## config.mk

```make
export PLATFORM = sky130hd
export DESIGN_NAME = muldiv_unit_flat
export DESIGN_NICKNAME = d
export VERILOG_FILES = /design/src/rtl/muldiv_unit_if.sv /design/src/rtl/muldiv_unit.sv /design/src/flat_wrapper.sv
export SDC_FILE = /design/constraint.sdc
export NUM_CORES = 1
export LEC_CHECK = 0
export ABC_AREA = 1
export BUFFER_PORTS_ARGS = -buffer_cell sky130_fd_sc_hd__buf_2
export CORE_ASPECT_RATIO = 0.7
export CORE_MARGIN = 4
export CORE_UTILIZATION = 40
export DETAILED_ROUTE_END_ITERATION = 8
export SLEW_MARGIN = 30
export SYNTH_ARGS = -nofsm -noshare
export SYNTH_HDL_FRONTEND = slang
export SYNTH_SLANG_ARGS = --single-unit
```

## constraint.sdc

```tcl
create_clock -name clk -period 4.6 [get_ports clk]
set_input_delay 0.69 -clock clk [delete_from_list [all_inputs] [get_ports clk]]
set_output_delay 0.69 -clock clk [all_outputs]
set_load 0.02 [all_outputs]
```

## src/rtl/muldiv_unit_if.sv

```systemverilog
`default_nettype none
// ============================================================
// muldiv_unit_if : operand/control bus of the HI/LO multiply-divide unit
// Rev 1.0
// ============================================================
interface muldiv_unit_if;
  logic [31:0] SrcA;
  logic [31:0] SrcB;
  logic        start;
  logic [1:0]  op;
  logic        hi_we;
  logic        lo_we;
  logic [31:0] hi;
  logic [31:0] lo;
  logic        busy;
  logic        done;

  modport master (
    output SrcA, SrcB, start, op, hi_we, lo_we,
    input  hi, lo, busy, done
  );

  modport slave (
    input  SrcA, SrcB, start, op, hi_we, lo_we,
    output hi, lo, busy, done
  );
endinterface
`default_nettype wire

```

## src/rtl/muldiv_unit.sv

```systemverilog
`default_nettype none
// ============================================================
// muldiv_unit : iterative 32-bit MULT/MULTU/DIV/DIVU with HI/LO
// Rev 1.0
// ============================================================
module muldiv_unit (
  input  logic          clk,
  input  logic          rst_n,
  muldiv_unit_if.slave  bus
);

  typedef enum logic [1:0] {
    IDLE = 2'd0,
    RUN  = 2'd1,
    FIX  = 2'd2
  } state_t;

  state_t      state_q, state_d;
  logic        is_div_q, is_div_d;
  logic        neg_q_q, neg_q_d;    // product/quotient sign
  logic        neg_r_q, neg_r_d;    // remainder sign
  logic        div0_q, div0_d;
  logic [31:0] orig_a_q, orig_a_d;
  logic [31:0] a_q, a_d;
  logic [31:0] b_q, b_d;
  logic [63:0] acc_q, acc_d;
  logic [4:0]  cnt_q, cnt_d;
  logic [31:0] hi_q, hi_d;
  logic [31:0] lo_q, lo_d;
  logic        busy_q, busy_d;
  logic        done_q, done_d;

  logic        is_signed;
  logic [31:0] a_mag;
  logic [31:0] b_mag;
  logic [32:0] mul_sum;
  logic [32:0] div_rem;
  logic        div_ge;
  logic [31:0] div_diff;
  logic [31:0] rem_next;
  logic [63:0] prod_fix;
  logic [31:0] quot_raw;
  logic [31:0] rem_raw;
  logic [31:0] quot_fix;
  logic [31:0] rem_fix;

  assign is_signed = ~bus.op[0];
  assign a_mag     = (is_signed && bus.SrcA[31]) ? (~bus.SrcA + 32'd1) : bus.SrcA;
  assign b_mag     = (is_signed && bus.SrcB[31]) ? (~bus.SrcB + 32'd1) : bus.SrcB;

  // Multiply: add into the upper half, then shift the whole product right.
  assign mul_sum   = {1'b0, acc_q[63:32]} + {1'b0, (b_q[0] ? a_q : 32'd0)};

  // Divide: partial remainder in the upper half, quotient bits enter at bit 0.
  assign div_rem   = {acc_q[63:32], a_q[31]};
  assign div_ge    = (div_rem >= {1'b0, b_q});
  assign div_diff  = div_rem[31:0] - b_q;
  assign rem_next  = div_ge ? div_diff : div_rem[31:0];

  assign prod_fix  = neg_q_q ? (~acc_q + 64'd1) : acc_q;
  assign quot_raw  = acc_q[31:0];
  assign rem_raw   = acc_q[63:32];
  assign quot_fix  = neg_q_q ? (~quot_raw + 32'd1) : quot_raw;
  assign rem_fix   = neg_r_q ? (~rem_raw + 32'd1) : rem_raw;

  always_comb begin
    state_d  = state_q;
    is_div_d = is_div_q;
    neg_q_d  = neg_q_q;
    neg_r_d  = neg_r_q;
    div0_d   = div0_q;
    orig_a_d = orig_a_q;
    a_d      = a_q;
    b_d      = b_q;
    acc_d    = acc_q;
    cnt_d    = cnt_q;
    hi_d     = hi_q;
    lo_d     = lo_q;
    busy_d   = busy_q;
    done_d   = 1'b0;

    case (state_q)
      IDLE: begin
        if (bus.start) begin
          is_div_d = bus.op[1];
          neg_q_d  = is_signed & (bus.SrcA[31] ^ bus.SrcB[31]);
          neg_r_d  = is_signed & bus.SrcA[31];
          div0_d   = bus.op[1] & (bus.SrcB == 32'd0);
          orig_a_d = bus.SrcA;
          a_d      = a_mag;
          b_d      = b_mag;
          acc_d    = 64'd0;
          cnt_d    = 5'd0;
          busy_d   = 1'b1;
          state_d  = RUN;
        end else begin
          if (bus.hi_we) hi_d = bus.SrcA;
          if (bus.lo_we) lo_d = bus.SrcA;
        end
      end

      RUN: begin
        if (is_div_q) begin
          acc_d = {rem_next, acc_q[30:0], div_ge};
          a_d   = {a_q[30:0], 1'b0};
        end else begin
          acc_d = {mul_sum, acc_q[31:1]};
          b_d   = {1'b0, b_q[31:1]};
        end
        cnt_d = cnt_q + 5'd1;
        if (cnt_q == 5'd31) state_d = FIX;
      end

      FIX: begin
        if (!is_div_q) begin
          hi_d = prod_fix[63:32];
          lo_d = prod_fix[31:0];
        end else if (div0_q) begin
          hi_d = orig_a_q;
          lo_d = 32'hFFFF_FFFF;
        end else begin
          hi_d = rem_fix;
          lo_d = quot_fix;
        end
        done_d  = 1'b1;
        busy_d  = 1'b0;
        state_d = IDLE;
      end

      default: begin
        busy_d  = 1'b0;
        state_d = IDLE;
      end
    endcase
  end

  always_ff @(posedge clk) begin
    if (!rst_n) begin
      state_q  <= IDLE;
      is_div_q <= 1'b0;
      neg_q_q  <= 1'b0;
      neg_r_q  <= 1'b0;
      div0_q   <= 1'b0;
      orig_a_q <= 32'd0;
      a_q      <= 32'd0;
      b_q      <= 32'd0;
      acc_q    <= 64'd0;
      cnt_q    <= 5'd0;
      hi_q     <= 32'd0;
      lo_q     <= 32'd0;
      busy_q   <= 1'b0;
      done_q   <= 1'b0;
    end else begin
      state_q  <= state_d;
      is_div_q <= is_div_d;
      neg_q_q  <= neg_q_d;
      neg_r_q  <= neg_r_d;
      div0_q   <= div0_d;
      orig_a_q <= orig_a_d;
      a_q      <= a_d;
      b_q      <= b_d;
      acc_q    <= acc_d;
      cnt_q    <= cnt_d;
      hi_q     <= hi_d;
      lo_q     <= lo_d;
      busy_q   <= busy_d;
      done_q   <= done_d;
    end
  end

  assign bus.hi   = hi_q;
  assign bus.lo   = lo_q;
  assign bus.busy = busy_q;
  assign bus.done = done_q;

endmodule
`default_nettype wire

```

## src/flat_wrapper.sv

```systemverilog
// flat-port wrapper written by rule: the top's interface ports become plain ports
module muldiv_unit_flat 
  (clk, rst_n, bus_SrcA, bus_SrcB, bus_start, bus_op, bus_hi_we, bus_lo_we, bus_hi, bus_lo, bus_busy, bus_done);
  muldiv_unit_if bus_i ();
  input  logic clk;
  input  logic rst_n;
  input wire logic [$bits(bus_i.SrcA)-1:0] bus_SrcA;
  input wire logic [$bits(bus_i.SrcB)-1:0] bus_SrcB;
  input wire logic [$bits(bus_i.start)-1:0] bus_start;
  input wire logic [$bits(bus_i.op)-1:0] bus_op;
  input wire logic [$bits(bus_i.hi_we)-1:0] bus_hi_we;
  input wire logic [$bits(bus_i.lo_we)-1:0] bus_lo_we;
  output wire logic [$bits(bus_i.hi)-1:0] bus_hi;
  output wire logic [$bits(bus_i.lo)-1:0] bus_lo;
  output wire logic [$bits(bus_i.busy)-1:0] bus_busy;
  output wire logic [$bits(bus_i.done)-1:0] bus_done;
  assign bus_i.SrcA = bus_SrcA;
  assign bus_i.SrcB = bus_SrcB;
  assign bus_i.start = bus_start;
  assign bus_i.op = bus_op;
  assign bus_i.hi_we = bus_hi_we;
  assign bus_i.lo_we = bus_lo_we;
  assign bus_hi = bus_i.hi;
  assign bus_lo = bus_i.lo;
  assign bus_busy = bus_i.busy;
  assign bus_done = bus_i.done;
  muldiv_unit u_core (.clk(clk), .rst_n(rst_n), .bus(bus_i));
endmodule
```

Yosys cells after proc, flatten, opt, wreduce, memory -nomap -nowiden
Cells that the tools add are included.

operators by class
  add/sub/neg operators = 8
  magnitude comparators = 1
  equal/unequal tests = 10
  mux-type cells = 34
  bitwise logic cells = 11
  reductions and logical operators = 14

operators by type and width
  kind                                                             number
  32-bit two-way mux                                               18
  32-bit one-hot mux with 2 select lines                           4
  64-bit two-way mux                                               3
  32-bit by 1-bit adder with 32-bit output, second input constant  4
  32-bit NOT                                                       4
  64-bit one-hot mux with 2 select lines                           1
  64-bit by 1-bit adder with 64-bit output, second input constant  1
  64-bit NOT                                                       1
  32-bit by 32-bit adder with 33-bit output                        1
  33-bit by 32-bit >= comparator with 1-bit output                 1
  32-bit zero test                                                 1
  32-bit subtractor                                                1
  3-bit AND reduction                                              4
  2-bit != test, second input constant                             5
  5-bit one-hot mux with 2 select lines                            1
  2-bit AND reduction                                              4
  5-bit by 1-bit adder with 5-bit output, second input constant    1
  5-bit equality test, second input constant                       1
  5-bit two-way mux                                                1
  2-bit two-way mux                                                2
  2-bit by 1-bit != test with 1-bit output, second input constant  2
  2-bit one-hot mux with 2 select lines                            1
  2-bit nonzero test                                               2
  1-bit bitwise AND                                                3
  other kinds (8)                                                  11

storage, ports and cells
  flip-flop bits (word level) = 237
  output and inout bits = 66
  word-level logic and storage cells = 92

Longest topological paths before layout
  depth after elaboration = 6
  depth in mapped cells = 20
  mapped depth without buffers = 19

Least setup slack after synthesis
Ideal clock, no wire load.

  path kind = reg2reg
  start = reg u_core.b_q[0]
  end = reg u_core.acc_q[61]
  setup time = 132 ps
  arrival time = 2326 ps
  required time = 4468 ps
  slack = 2142 ps
  cell stages (with the launch flop) = 21
  period minus slack after synthesis = 2458 ps
  path through = dfxtp_1 > clkbuf_1 > nand2_1 > inv_1 > ha_1 > inv_1 > fa_1 > inv_1 > nand3_1 > nand2_1 > nand2_1 > nand2_1 > nand3_1 > nand2_1 > nand2_1 > nand2_1 > nand2_1 > nand3_1 > nand2_1 > inv_1 > a21oi_1

on the way
  cells in the longest elaborated chain, start to end = 4

ends and longest elaborated chain
  item                                                                             line                                  source
  start, declared                                                                  muldiv_unit.sv:25                     logic [31:0] b_q, b_d;
  start signal, assigned                                                           muldiv_unit.sv:146                    b_q <= 32'd0;
  start signal, assigned                                                           muldiv_unit.sv:161                    b_q <= b_d;
  32-bit two-way mux, or another cell as far along                                 muldiv_unit.sv:52                     assign mul_sum = {1'b0, acc_q[63:32]} + {1'b0, (b_q[0] ? a_q : 32'd0)};
  32-bit by 32-bit adder with 33-bit output or 32-bit two-way mux (tied branches)  muldiv_unit.sv:52, muldiv_unit.sv:58
  64-bit two-way mux *                                                             muldiv_unit.sv:103                    if (is_div_q) begin
  64-bit one-hot mux with 2 select lines *                                         muldiv_unit.sv:82                     case (state_q)
  end signal, assigned                                                             muldiv_unit.sv:147                    acc_q <= 64'd0;
  end signal, assigned                                                             muldiv_unit.sv:162                    acc_q <= acc_d;
  end, declared                                                                    muldiv_unit.sv:26                     logic [63:0] acc_q, acc_d;

Every way passes the cells marked *; elsewhere a longest branch is shown, timed or not.
A chain may end at the register's enable or synchronous reset.

Final worst setup path
  start = reg u_core.acc_q[32]
  end = reg u_core.hi_q[12] (netlist: u_core.bus.hi[12])

on the way
  cells in the longest elaborated chain, start to end = 6

ends and longest elaborated chain
  item                                      line                source
  32-bit NOT                                muldiv_unit.sv:64   assign rem_fix = neg_r_q ? (~rem_raw + 32'd1) : rem_raw;
  32-bit by 1-bit adder with 32-bit output  muldiv_unit.sv:64
  32-bit two-way mux                        muldiv_unit.sv:64
  32-bit two-way mux                        muldiv_unit.sv:118  end else if (div0_q) begin
  32-bit two-way mux *                      muldiv_unit.sv:115  if (!is_div_q) begin
  32-bit one-hot mux with 2 select lines *  muldiv_unit.sv:82
  end signal, assigned                      muldiv_unit.sv:164  hi_q <= hi_d;
  end, declared                             muldiv_unit.sv:28   logic [31:0] hi_q, hi_d;

Marked as above.

==> impl_metrics.toml <==
[critical_path]
cp.arrival_ns = 3.79
worstSetupEndpointType = "flop"
rr_endpoint = "u_core.bus.hi[12]"
path_cells = "inv_1 -> ha_1 -> nand2_1 -> inv_1 -> nand2_1 -> inv_1 -> nand2_1 -> o21ai_1 -> nand3_1 -> nand2_1 -> nor2_1 -> o21ai_1 -> nand2_1"
cp_max_fo = 8
crit_path_top_delay_cell = "o21ai_1"
cp_top_family = "compound AO/OA/AOI/OAI gates"
setup.worst_path.class = "reg2reg"
path_buf_inv = 3
crit_path_max_incr_delay_ns = 0.58
path_depth = 13
r2r_cells = 13
reg2reg_from = "u_core.acc_q[32]"
critPathLaunchType = "flop"
crit_top_cell = "nand2_1"
worstPathRequired_ns = 5.06
r2r_slack_ns = 1.27

[drt]
drtAntennaViolNets = 0
firstDrtPassIters = 7
drt-initial-drc-count = 3672
vias = 23500
avgViaCountPerCell = 5.715
wl_per_cell_um = 22.14
wirelength_um = 91030
route.detailed.drc = 0

[floorplan]
core_mm2 = 0.04837
fp.dieW_um = 273.8
fp-row-count = 67
pin_count = 137
die_h_um = 194.1
initial_utilization = 0.4091
die_area_mm2 = 0.05314

[logic_synthesis]
syn_inst = 3391
synth_xor_xnor_area_share = 0.03099
synth-seq-cells = 237
synth_top_flop_cell = "dfxtp_1"
synth_cell_types = 59
synth_area_leader_cell = "dfxtp_1"
synth_area_mm2 = 0.01979
synth-edff-count = 0
synth_compound_area_frac = 0.2154
synth_nets = 3535
ys_warn_count = 0
synthArstFlopShare = 0
yosys.area.top_type_share = 0.2398
synth_top_family_by_area = "simple AND/OR/NAND/NOR gates"
yosys.area_share.simple = 0.3575
synth_area_leaders = "dfxtp_1 (24%), nand2_1 (18%), a21oi_1 (8.2%), inv_1 (7.5%), o21ai_0 (6.8%)"
synthAdderAreaFrac = 0.04692
syn_area_per_cell_um2 = 5.835
synth.area.mux_share = 0
ys_seq_area_frac = 0.2398

[timing]
period_share = 0.7241
skew_ns = 0.02010
rsz0062_at_grt = "false"
fin_tns_setup_ns = 0
setup_violations = 0
slew_headroom = 0.2597
hold_ws_ns = 0.4187
fmax_mhz = 300.2
final_max_slew_viol_count = 0
hold_viol_final = 0
worst_pin_slew_ns = 1.099
layout_min_cycle_time_ns = 3.331

[power]
total_power_uw = 6427
p_leak_uw = 0.01074
ir_drop_v = 0.0003015
p_per_area_mw_per_mm2 = 294.2

[outcome]
outcome = "finished clean"

[clock_tree]
clk_pin_slew_worst_paths_ns = 0.07
root_buffer = "clkbuf_16"
cts_tree = "done"
cts-buffers-inserted = 27
htree_levels = 1
cts_num_sinks = 237
ctsHoldBuffers = 0
ctsResizeCount = 0
postCtsSetupBuffers = 0
cts_buffer_depth = 3
clk_latency_ns = 0.61

[global_routing]
grt_pass1_wl_um = 132700
grt_max_degree = 91
grt-ovfl-total = 0
grt_pass1_vias = 19910
antenna_found_initial = 4
grt_util_all_layers = 0.3272

[placed_design]
globalplace.congestion = 1.066
dp_hpwl_um = 71460
portBuffers = 136
dp_cells = 4061

[finish]
synthToLayoutAreaGrowth_pct = 10.43
num-fill-cells = 5272
fin_nets = 3579
stdcell_count = 4112
utilization = 0.4517
drive_gt1_frac = 0.08333

[job]
drv_cap = 0

[hold_path]
holdPathStages = 3
hp-start = "bus_SrcA[29]"
hold_path.class = "in2reg"
worstHoldEndpoint = "u_core.orig_a_q[29]"
[tightest hold or removal path: cells and delay by family]
kind | cells | cell delay, ns
buffers and inverters | 2 | 0.22
AO/OA/AOI/OAI | 1 | 0.07
[layout make-up]
| type | count | area (µm²) | share of cell area |
|---|---|---|---|
| Clock buffer | 36 | 739.5 | 0.03384 |
| Inverter | 405 | 1525 | 0.06980 |
| Sequential cell | 237 | 4746 | 0.2172 |
| Antenna cell | 1 | 2.502 | 0.0001145 |
| Clock inverter | 14 | 157.7 | 0.007215 |
| Tap cell | 655 | 819.5 | 0.03751 |
| Timing Repair Buffer | 168 | 928.4 | 0.04249 |
| Multi-Input combinational cell | 2596 | 12930 | 0.5918 |
[flip-flops by register name (all words and copies together), names as in the netlist, 2 cells and up]
signal	count
u_core.acc_q	64
u_core.a_q	32
u_core.b_q	32
u_core.bus.hi	32
u_core.bus.lo	32
u_core.orig_a_q	32
u_core.cnt_q	5
u_core.state_q	2
[through the flow]
| step | setup slack, ns | instance area [µm²] |
|---|---|---|
| 2_1_floorplan | 2.142 | 19790 |
| 3_3_place_gp | 1.443 | 20940 |
| 3_5_place_dp | 1.165 | 20940 |
| 4_1_cts | 1.538 | 21840 |
| 5_1_grt | 1.184 | 21850 |
| 6_report | 1.269 | 21850 |
[routing by layer]
| layer | global-route usage | up-vias | part of all wire |
|---|---|---|---|
| met4 | 0.04615 | 2 | 0.017 |
| met5 | 0 | - | 0.00014 |
| li1 | - | 11230 | - |
| met2 | 0.3891 | 1382 | 0.35 |
| met1 | 0.5269 | 10790 | 0.47 |
| met3 | 0.1451 | 100 | 0.16 |
[how the worst max path moves through the flow]
stage	start	end
2_1_floorplan	u_core.b_q[0]	u_core.acc_q[61]
3_3_place_gp	bus_start	u_core.bus.lo[9]
3_5_place_dp	bus_start	u_core.bus.lo[9]
4_1_cts	u_core.state_q[0]	u_core.bus.lo[5]
5_1_grt	u_core.acc_q[32]	u_core.bus.hi[12]
6_report	u_core.acc_q[32]	u_core.bus.hi[12]
[synthesized netlist by cell type (all sizes together) (15+ instances only)]
cell type	n
o31ai	19
o21ai	286
a31oi	20
a21oi	324
ha	71
nand4	25
o211ai	31
dfxtp	237
nand3	258
nor2	349
nor3	48
xnor2	29
buf	41
nand2	962
o22ai	15
a22oi	36
xor2	41
inv	403
clkbuf	112
[power breakdown]
group	leakage [µW]	total [µW]	internal, µW	switching (µW)
Combinational	0.00837	1800	508	1290
Sequential	0.00194	2330	2170	157
Clock	0.000433	2300	1260	1050
Total	0.0107	6430	3940	2490
[placed cells by master (no fill, tap or decap), types with 9 or more instances in the layout]
master and count:
o22ai_1 15, a22oi_1 36, buf_2 136, xor2_1 41
dfxtp_1 236, o31ai_1 19, ha_1 71, inv_2 10
nand2_1 945, nor3_1 44, or2_2 10, nor2_1 330
a31oi_1 20, nand4_1 25, o21bai_1 9, o21ai_1 16
inv_1 392, o21ai_0 264, nand3_1 254, nand3b_1 13
xnor2_1 29, a21oi_1 323, clkbuf_16 27, nor2_4 10
nand2_2 11, buf_4 30, o221ai_1 9, o211ai_1 31
[logic make-up after synthesis]
kind of cell	after synthesis
buffers and inverters	558
AND/OR/NAND/NOR	1684
XOR/XNOR	70
flip-flops	237
AO/OA/AOI/OAI	769
adder cells (fa/ha/maj)	73
No activity file was read; power rests on OpenSTA's default activity.
